--- config.mk ---
export PLATFORM = sky130hd
export DESIGN_NAME = hazard_sequencer
export DESIGN_NICKNAME = d
export VERILOG_FILES = /design/src/rtl/hazard_sequencer_pkg.sv /design/src/rtl/hazard_sequencer_detect.sv /design/src/rtl/hazard_sequencer.sv
export SDC_FILE = /design/constraint.sdc
export NUM_CORES = 1
export LEC_CHECK = 0
export ABC_AREA = 1
export BUFFER_PORTS_ARGS = -buffer_cell sky130_fd_sc_hd__buf_4
export CORE_AREA = 2 2 150 138
export CTS_CLUSTER_DIAMETER = 150
export DETAILED_ROUTE_END_ITERATION = 10
export DIE_AREA = 0 0 152 140
export GPL_TIMING_DRIVEN = 1
export PLACE_DENSITY = 0.42
export SLEW_MARGIN = 20
export SYNTH_ARGS = -nofsm -noshare
export SYNTH_HDL_FRONTEND = slang
export SYNTH_SLANG_ARGS = --single-unit
--- constraint.sdc ---
create_clock -name Clk -period 3.2 [get_ports Clk]
set_clock_uncertainty 0.05 [all_clocks]
set_input_delay 0.64 -clock Clk [delete_from_list [all_inputs] [get_ports Clk]]
set_output_delay 0.64 -clock Clk [all_outputs]
set_load 0.01 [all_outputs]
--- src/rtl/hazard_sequencer_pkg.sv ---
// Shared types for the MIPS pipeline hazard sequencer: state encoding,
// register-number width and the bundle of pipeline control strobes.
package hazard_sequencer_pkg;

    localparam int unsigned REG_W = 5;

    typedef enum logic [2:0] {
        ST_INIT    = 3'd0,
        ST_RUN     = 3'd1,
        ST_MEMWAIT = 3'd2,
        ST_DRAIN   = 3'd3,
        ST_HALTED  = 3'd4
    } state_e;

    typedef struct packed {
        logic pc_write;
        logic ifid_stall;
        logic ifid_flush;
        logic idex_bubble;
        logic freeze;
        logic halted;
    } ctrl_t;

    localparam ctrl_t CTRL_DEFAULT = '{pc_write: 1'b1, default: 1'b0};

endpackage

--- src/rtl/hazard_sequencer_detect.sv ---
// Combinational load-use and ID-stage branch operand hazard detection.
module hazard_detect
    import hazard_sequencer_pkg::*;
(
    input  logic [REG_W-1:0] id_rs_i,
    input  logic [REG_W-1:0] id_rt_i,
    input  logic             id_uses_rt_i,
    input  logic             id_branch_i,
    input  logic             ex_mem_read_i,
    input  logic             ex_reg_write_i,
    input  logic [REG_W-1:0] ex_rd_i,
    input  logic             mem_mem_read_i,
    input  logic [REG_W-1:0] mem_rd_i,
    output logic             stall_o
);

    logic ex_rd_nz;
    logic mem_rd_nz;
    logic lu;
    logic bh;

    // Register 0 is hardwired, so a write to it never creates a dependency.
    assign ex_rd_nz  = (ex_rd_i  != '0);
    assign mem_rd_nz = (mem_rd_i != '0);

    assign lu = ex_mem_read_i && ex_rd_nz &&
                ((ex_rd_i == id_rs_i) || (id_uses_rt_i && (ex_rd_i == id_rt_i)));

    assign bh = id_branch_i &&
                ((ex_reg_write_i && ex_rd_nz &&
                  ((ex_rd_i == id_rs_i) || (ex_rd_i == id_rt_i))) ||
                 (mem_mem_read_i && mem_rd_nz &&
                  ((mem_rd_i == id_rs_i) || (mem_rd_i == id_rt_i))));

    assign stall_o = lu || bh;

endmodule

--- src/rtl/hazard_sequencer.sv ---
// Central pipeline controller: init flush, data stalls, branch flushes,
// memory-wait freeze with timeout, halt/drain, and stall/flush counters.
module hazard_sequencer
    import hazard_sequencer_pkg::*;
#(
    parameter int unsigned INIT_CYCLES  = 2,
    parameter int unsigned DRAIN_CYCLES = 4,
    parameter int unsigned MAX_WAIT     = 255,
    parameter int unsigned CNT_W        = 32
) (
    input  logic             Clk,
    input  logic             Reset,
    input  logic [REG_W-1:0] IDRs,
    input  logic [REG_W-1:0] IDRt,
    input  logic             IDUsesRt,
    input  logic             IDBranch,
    input  logic             IDBranchTaken,
    input  logic             IDJump,
    input  logic             EXMemRead,
    input  logic             EXRegWrite,
    input  logic [REG_W-1:0] EXRd,
    input  logic             MEMMemRead,
    input  logic [REG_W-1:0] MEMRd,
    input  logic             MemBusy,
    input  logic             HaltReq,
    output logic             PCWrite,
    output logic             IFIDStall,
    output logic             IFIDFlush,
    output logic             IDEXBubble,
    output logic             Freeze,
    output logic             Halted,
    output logic             Timeout,
    output logic [CNT_W-1:0] StallCount,
    output logic [CNT_W-1:0] FlushCount
);

    localparam int unsigned INIT_W  = $clog2(INIT_CYCLES + 1);
    localparam int unsigned DRAIN_W = $clog2(DRAIN_CYCLES + 1);
    localparam int unsigned WAIT_W  = $clog2(MAX_WAIT + 1);

    state_e             state_q,     state_d;
    logic [INIT_W-1:0]  init_q,      init_d;
    logic [DRAIN_W-1:0] drain_q,     drain_d;
    logic [WAIT_W-1:0]  wait_q,      wait_d;
    logic               timeout_q,   timeout_d;
    logic [CNT_W-1:0]   stall_cnt_q, stall_cnt_d;
    logic [CNT_W-1:0]   flush_cnt_q, flush_cnt_d;

    ctrl_t ctrl;
    logic  run_rules;
    logic  hazard_stall;

    hazard_detect u_hazard_detect (
        .id_rs_i        (IDRs),
        .id_rt_i        (IDRt),
        .id_uses_rt_i   (IDUsesRt),
        .id_branch_i    (IDBranch),
        .ex_mem_read_i  (EXMemRead),
        .ex_reg_write_i (EXRegWrite),
        .ex_rd_i        (EXRd),
        .mem_mem_read_i (MEMMemRead),
        .mem_rd_i       (MEMRd),
        .stall_o        (hazard_stall)
    );

    always_ff @(posedge Clk) begin
        if (Reset) begin
            state_q     <= ST_INIT;
            init_q      <= '0;
            drain_q     <= '0;
            wait_q      <= '0;
            timeout_q   <= 1'b0;
            stall_cnt_q <= '0;
            flush_cnt_q <= '0;
        end else begin
            state_q     <= state_d;
            init_q      <= init_d;
            drain_q     <= drain_d;
            wait_q      <= wait_d;
            timeout_q   <= timeout_d;
            stall_cnt_q <= stall_cnt_d;
            flush_cnt_q <= flush_cnt_d;
        end
    end

    always_comb begin
        state_d     = state_q;
        init_d      = init_q;
        drain_d     = drain_q;
        wait_d      = wait_q;
        timeout_d   = timeout_q;
        stall_cnt_d = stall_cnt_q;
        flush_cnt_d = flush_cnt_q;
        ctrl        = CTRL_DEFAULT;
        run_rules   = 1'b0;

        unique case (state_q)
            ST_INIT: begin
                ctrl.pc_write    = 1'b0;
                ctrl.ifid_flush  = 1'b1;
                ctrl.idex_bubble = 1'b1;
                if (init_q == INIT_W'(INIT_CYCLES - 1)) begin
                    state_d = ST_RUN;
                    init_d  = '0;
                end else begin
                    init_d = init_q + INIT_W'(1);
                end
            end
            ST_RUN: run_rules = 1'b1;
            ST_MEMWAIT: begin
                if (MemBusy) begin
                    ctrl.freeze     = 1'b1;
                    ctrl.pc_write   = 1'b0;
                    ctrl.ifid_stall = 1'b1;
                    if (wait_q >= WAIT_W'(MAX_WAIT)) begin
                        timeout_d = 1'b1;
                        state_d   = ST_HALTED;
                        wait_d    = '0;
                    end else begin
                        wait_d = wait_q + WAIT_W'(1);
                    end
                end else begin
                    run_rules = 1'b1;
                    wait_d    = '0;
                end
            end
            ST_DRAIN: begin
                ctrl.pc_write = 1'b0;
                // A busy memory holds the drain in place rather than flushing.
                if (MemBusy) begin
                    ctrl.freeze     = 1'b1;
                    ctrl.ifid_stall = 1'b1;
                end else begin
                    ctrl.ifid_flush = 1'b1;
                    if (drain_q >= DRAIN_W'(DRAIN_CYCLES - 1)) begin
                        state_d = ST_HALTED;
                        drain_d = '0;
                    end else begin
                        drain_d = drain_q + DRAIN_W'(1);
                    end
                end
            end
            ST_HALTED: begin
                ctrl.pc_write   = 1'b0;
                ctrl.ifid_stall = 1'b1;
                ctrl.freeze     = 1'b1;
                ctrl.halted     = 1'b1;
            end
            default: state_d = ST_INIT;
        endcase

        if (run_rules) begin
            state_d = ST_RUN;
            if (MemBusy) begin
                ctrl.freeze     = 1'b1;
                ctrl.pc_write   = 1'b0;
                ctrl.ifid_stall = 1'b1;
                state_d         = ST_MEMWAIT;
                wait_d          = WAIT_W'(1);
            end else if (hazard_stall) begin
                ctrl.pc_write    = 1'b0;
                ctrl.ifid_stall  = 1'b1;
                ctrl.idex_bubble = 1'b1;
            end else if ((IDBranch && IDBranchTaken) || IDJump) begin
                ctrl.ifid_flush = 1'b1;
                flush_cnt_d     = flush_cnt_q + CNT_W'(1);
            end else if (HaltReq) begin
                ctrl.pc_write   = 1'b0;
                ctrl.ifid_flush = 1'b1;
                state_d         = ST_DRAIN;
                drain_d         = DRAIN_W'(1);
            end
        end

        if (ctrl.ifid_stall && ((state_q == ST_RUN) || (state_q == ST_MEMWAIT))) begin
            stall_cnt_d = stall_cnt_q + CNT_W'(1);
        end
    end

    assign PCWrite    = ctrl.pc_write;
    assign IFIDStall  = ctrl.ifid_stall;
    assign IFIDFlush  = ctrl.ifid_flush;
    assign IDEXBubble = ctrl.idex_bubble;
    assign Freeze     = ctrl.freeze;
    assign Halted     = ctrl.halted;
    assign Timeout    = timeout_q;
    assign StallCount = stall_cnt_q;
    assign FlushCount = flush_cnt_q;

endmodule

* After elaboration in Yosys (flattened, before gate mapping)
Index checks and enable logic that the tools add are counted.
Widths: inputs -> output; s select.
** Word-level totals
- Logic and storage cells :: 104
- Memory bits (writable) :: 0
- Bits in read-only memories :: 0
- Bits of input ports :: 31
- Output and inout bits :: 71
- Register bits after elaboration :: 81
- Memories kept :: 0
- Latch bits :: 0
** Cells by class
- Eq/ne operators :: 15
- Divide/modulo/power cells :: 0
- Bitwise gates (word level) :: 2
- Add/sub/neg operators :: 5
- Reduce and logical (&&, ||, !) cells :: 26
- Shifts and indexed selects :: 0
- Order comparisons :: 2
- Multiplexer cells :: 47
- Multipliers :: 0
** Operators with widths (count)
- $add 32x1->32 const B :: 2
- $mux 3 :: 14
- $mux 8 :: 5
- $eq 5x5->1 :: 4
- $mux 2 :: 8
- $ne 3x3->1 const B :: 5
- $mux 1 :: 13
- $pmux 3 s4 :: 1
- $logic_and 1x1->1 :: 10
- $reduce_bool 5->1 :: 2
- $add 8x1->8 const B :: 1
- $ge 8x8->1 const B :: 1
- $pmux 1 s2 :: 4
- $logic_or 1x1->1 :: 7
- $eq 3x2->1 const B :: 2
- $reduce_and 6->1 :: 1
- $mux 5 :: 1
- $reduce_and 4->1 :: 1
- $reduce_or 2->1 :: 2
- $add 3x1->3 const B :: 1
- $eq 3x1->1 const B :: 1
- $eq 3x3->1 const B :: 1
- $ge 3x2->1 const B :: 1
- $logic_not 3->1 :: 1
- 7 further kinds :: 8

* Logic depth before layout (Yosys ltp)
- Depth after elaboration :: 10
- Gate-level depth with buffers :: 16
- Mapped depth without buffers :: 15

* Hierarchy
A second synthesis with hierarchy kept.
** Second synthesis, totals
- Cell total of the unflattened synthesis :: 939
- Area total of the unflattened synthesis :: 5426.5 um^2
** Modules (own cells, without submodules)
- hazard_sequencer :: area each 5019.8 um^2, sequential area each 1621.6 um^2, instances 1, cells an instance 841
- hazard_detect :: area each 406.6 um^2, sequential area each 0.0 um^2, instances 1, cells an instance 98

* Worst setup path before layout
OpenSTA, ideal clock, no wires.
- Kind :: input to output
- Start :: in EXRd[3]
- End :: out PCWrite
- Stages :: 12
- Slack :: 0.607 ns
- Data arrival time :: 1.903 ns
- Data required time :: 2.510 ns
- Path through :: nor3_1 > nand3_1 > nand2_1 > inv_1 > nand2_1 > nand2_1 > nand2_1 > nand2_1 > nor2_4 > buf_2 > o21ai_0 > a21oi_1
** On the way
- Longest elaborated chain between the ends :: 9
- Elaborated cells between the ends (all ways) :: 16
- Classes of those cells :: 2 x eq/ne; 3 x mux; 11 x reduce/logical
** RTL lines
- from (decl) :: line hazard_sequencer.sv:21 : input logic [REG_W-1:0] EXRd,
- $eq 5x5->1 / $reduce_bool 5->1 (equally long branches) :: line hazard_sequencer_detect.sv:27, hazard_sequencer_detect.sv:31, hazard_sequencer_detect.sv:23
- $logic_or 1x1->1 / $logic_and 1x1->1 (equally long branches) :: line hazard_sequencer_detect.sv:31, hazard_sequencer_detect.sv:30
- $logic_and 1x1->1 :: line hazard_sequencer_detect.sv:30 : ((ex_reg_write_i && ex_rd_nz &&
- $logic_or 1x1->1 :: line hazard_sequencer_detect.sv:31 : ((ex_rd_i == id_rs_i) || (ex_rd_i == id_rt_i))) ||
- $logic_and 1x1->1 :: line hazard_sequencer_detect.sv:29 : assign bh = id_branch_i &&
- $logic_or 1x1->1 * :: line hazard_sequencer_detect.sv:35 : assign stall_o = lu || bh;
- $mux 1 * :: line hazard_sequencer.sv:160 : end else if (hazard_stall) begin
- $mux 2 * :: line hazard_sequencer.sv:154 : if (MemBusy) begin
- $mux 5 * :: line hazard_sequencer.sv:152 : if (run_rules) begin
- to (decl) :: line hazard_sequencer.sv:26 : output logic PCWrite,
Every way passes the cells marked *; elsewhere a longest branch is shown, timed or not.

* Final worst setup path
- Start :: in EXRd[0]
- End :: out IFIDStall
** On the way
- Longest elaborated chain between the ends :: 9
- Elaborated cells between the ends (all ways) :: 16
- Classes of those cells :: 2 x eq/ne; 3 x mux; 11 x reduce/logical
** RTL lines
- $eq 5x5->1 / $reduce_bool 5->1 (equally long branches) :: line hazard_sequencer_detect.sv:27, hazard_sequencer_detect.sv:31, hazard_sequencer_detect.sv:23
- $logic_or 1x1->1 / $logic_and 1x1->1 (equally long branches) :: line hazard_sequencer_detect.sv:31, hazard_sequencer_detect.sv:30
- $logic_and 1x1->1 :: line hazard_sequencer_detect.sv:30
- $logic_or 1x1->1 :: line hazard_sequencer_detect.sv:31
- $logic_and 1x1->1 :: line hazard_sequencer_detect.sv:29
- $logic_or 1x1->1 * :: line hazard_sequencer_detect.sv:35
- $mux 1 * :: line hazard_sequencer.sv:160
- $mux 2 * :: line hazard_sequencer.sv:154
- $mux 5 * :: line hazard_sequencer.sv:152
- to (decl) :: line hazard_sequencer.sv:27 : output logic IFIDStall,
Marks and branches as above.

==> flow_metrics.py <==
metrics = {
    "outcome": {
        "status": "finished clean",
    },
    "route": {
        "vias": 5477,
        "drc_errors": 0,
        "drt_iter0_drc": 313,
        "wirelength_um": 16660,
        "ant_nets": 0,
        "vias_per_cell": 4.701,
        "first_pass_iters": 5,
        "wl_per_cell_um": 14.30,
    },
    "global_routing": {
        "grt_pass1_wl_um": 27230,
        "grt_max_degree": 36,
        "grt-ovfl-total": 0,
        "grt_pass1_vias": 5164,
        "grtUsageTotal": 0.1557,
        "antenna_found_initial": 0,
    },
    "sta": {
        "tightest_slew_ns": 0.6027,
        "rsz0062_at_grt": "false",
        "finalMaxSlewViolations": 0,
        "setup_viol": 0,
        "min_period_ns": 2.872,
        "max_freq_ghz": 0.3481,
        "worst_slack_ns": 0.3276,
        "fin_crit_sh": 0.8976,
        "finalSetupTns_ns": 0,
        "slew_headroom": 0.5945,
        "hold_viol_final": 0,
    },
    "clock_tree": {
        "postCtsHoldBufs": 0,
        "cts_buffer_depth": 2,
        "cts.clk_slew.worst_paths_ns": 0.06,
        "cts_root_buf": "clkbuf_16",
        "cts_tree": "built",
        "cts-buffers-inserted": 9,
        "cts_setup_buffers": 0,
        "clock_sinks": 81,
        "htreeDepth": 3,
        "clkLatencyLatePin_ns": 0.35,
        "cts_resized": 0,
    },
    "place": {
        "port_buffers": 101,
        "hpwl_um": 12420,
        "pre_cts_ws_ns": 0.3510,
        "place_congestion": 0.8207,
    },
    "worst_hold_path": {
        "hold_depth": 2,
        "hold_path.class": "register to register",
        "holdCritStartpoint": "init_q[1]",
        "hold_end": "init_q[1]",
    },
    "setup_path": {
        "crit_type": "input pin to output pin",
        "reg2reg_slack_ns": 0.83,
        "crit_path_start_kind": "input pin",
        "cp.required_ns": 2.51,
        "worstSetupEndpointType": "output pin",
        "rr_worst_depth": 9,
        "worstPathMaxFanout": 20,
        "r2r_end": "FlushCount[26]",
        "worstReg2RegStart": "FlushCount[1]",
        "worst-endpoint-arrival_ns": 2.18,
    },
    "cells_and_area": {
        "num_antenna_cells": 0,
        "drive_gt1_frac": 0.1538,
        "syn_to_final_growth_pct": 24.52,
        "nNetsFinal": 940,
    },
    "yosys": {
        "synth-edff-count": 0,
        "synthTopCellsByArea": "dfxtp_1 (31%), nand2_1 (16%), nand3_1 (7.5%), a21oi_1 (7.0%), xor2_1 (6.9%)",
        "syn_inst": 814,
        "ys_ff_latch": 81,
        "ys.flop_type": "dfxtp_1",
        "ys_seq_area_frac": 0.3098,
        "synthesis.nets": 849,
        "syn_area_sq_um": 5235,
        "synth-xor-area-share": 0.1037,
        "yosys-top-cells-count": "nand2_1 (219), dfxtp_1 (81), nand3_1 (78), nor2_1 (78)",
        "syn_avg_cell_area_sq_um": 6.431,
        "synth.distinct_cells": 35,
        "synthMuxAreaShare": 0,
        "synth_simple_gate_area_share": 0.3881,
        "async_reset_ff_frac": 0,
        "synth_top_area_share": 0.3098,
        "synth-compound-area-share": 0.1018,
        "synth_fa_ha_area_frac": 0.009560,
        "synth_top_family_by_area": "simple AND/OR/NAND/NOR gates",
        "synth_warnings": 0,
        "yosysTopAreaCell": "dfxtp_1",
        "yosysMostFrequentCell": "nand2_1",
    },
    "power": {
        "p_int_mw": 1.923,
        "p_per_area_nw_per_um2": 454.0,
        "swShare": 0.3504,
        "p_switching_mw": 1.037,
        "clock_power_share": 0.369,
        "leakage_nw": 2.633,
        "p_comb_frac": 0.272,
        "seqPwrFrac": 0.359,
        "irDropWorstVdd_uv": 265.0,
    },
    "floorplan": {
        "fp.dieArea_sq_um": 21280,
        "fp.dieW_um": 152,
        "start_util": 0.2660,
        "num_io_pins": 102,
        "floorplan.die.height_um": 140,
        "row_count": 49,
        "core-area_sq_um": 19680,
    },
    "job": {
        "max-cap-violations": 0,
    },
}
==> final cells by class <==
class	instances	area, sq um
timing repair buffer	108	810.8
inverter	79	301.5
clock inverter	4	51.30
tap	255	319.1
fill	2179	13160
multi-input combinational	626	3158
clock buffer	12	256.5
sequential	81	1622
==> worst max path at each step <==
stage / from / endpoint / slack, ns / cells after the start
2_1_floorplan: EXRd[3] / PCWrite / 0.61 / 12
3_3_place_gp: EXRd[3] / FlushCount[2] / 0.40 / 15
3_5_place_dp: EXRd[0] / IFIDStall / 0.35 / 12
4_1_cts: EXRd[0] / IFIDStall / 0.35 / 12
5_1_grt: EXRd[0] / IFIDStall / 0.16 / 12
6_report: EXRd[0] / IFIDStall / 0.33 / 12
==> per-layer routing <==
metal / GRT usage / part of all wire
met1: 0.2077 / 0.48
met2: 0.2575 / 0.46
met3: 0.03620 / 0.043
met4: 0.03345 / 0.013
met5: 0 / 0
==> metrics by stage <==
stage | total power [mW] | hold WS (ns) | util | instance area, sq um | instances
floorplan | 1.663 | 0.3551 | - | 5235 | 814
global placement | 1.912 | 0.3641 | 0.3156 | 6211 | 1149
detailed placement | 1.902 | 0.3764 | 0.3156 | 6211 | 1149
CTS | 3.005 | 0.3853 | 0.3312 | 6519 | 1165
global route | 3.134 | 0.4130 | 0.3312 | 6519 | 1165
finish | 2.960 | 0.3834 | 0.3312 | 6519 | 1165
==> critical path: stages <==
cell,delay [ns]
buf_4,0.09
inv_1,0.06
nand2_1,0.06
nand2_1,0.05
nor2_1,0.15
nand3_1,0.12
o21ai_1,0.15
nand3_1,0.09
nand2_1,0.21
nand2_1,0.14
nand2_4,0.24
buf_4,0.18
==> power groups by stage <==
stage / combinational (mW) / clock [mW] / sequential, mW
2_1_floorplan: 0.579 / 0 / 1.08
3_5_place_dp: 0.816 / 0 / 1.09
6_report: 0.805 / 1.09 / 1.06
5_1_grt: 0.895 / 1.17 / 1.07
4_1_cts: 0.816 / 1.13 / 1.06
3_3_place_gp: 0.825 / 0 / 1.09
==> flip-flops by register name (all words and copies together), names as in the netlist <==
register	cells
FlushCount	32
StallCount	32
Timeout	1
drain_q	3
init_q	2
state_q	3
wait_q	8
==> cells by family after synthesis <==
logic type | count (synthesis)
fa+ha+maj | 4
flops | 81
simple gates | 460
compound gates | 100
buf+inv | 107
xor+xnor | 62
==> layout by cell type, fill, tap and decap left out, types with 2 or more instances in the layout <==
| cell type | Yosys | routed |
|---|---|---|
| nor4_1 | 11 | 11 |
| xnor2_1 | 21 | 21 |
| nand2_1 | 219 | 219 |
| o21ai_0 | 14 | 14 |
| o22ai_1 | 2 | 2 |
| a21oi_1 | 73 | 73 |
| clkbuf_16 | 0 | 9 |
| nand4_1 | 26 | 26 |
| nor3_1 | 36 | 36 |
| inv_1 | 73 | 73 |
| nor2_1 | 78 | 78 |
| inv_4 | 2 | 2 |
| nor2_4 | 5 | 5 |
| clkbuf_8 | 0 | 2 |
| a31oi_1 | 5 | 5 |
| nand2_4 | 2 | 2 |
| buf_4 | 3 | 108 |
| xor2_1 | 41 | 41 |
| inv_2 | 3 | 3 |
| dfxtp_1 | 81 | 81 |
| ha_1 | 4 | 4 |
| nand3_1 | 78 | 78 |
Note: power is estimated with default switching activity, not from simulation.
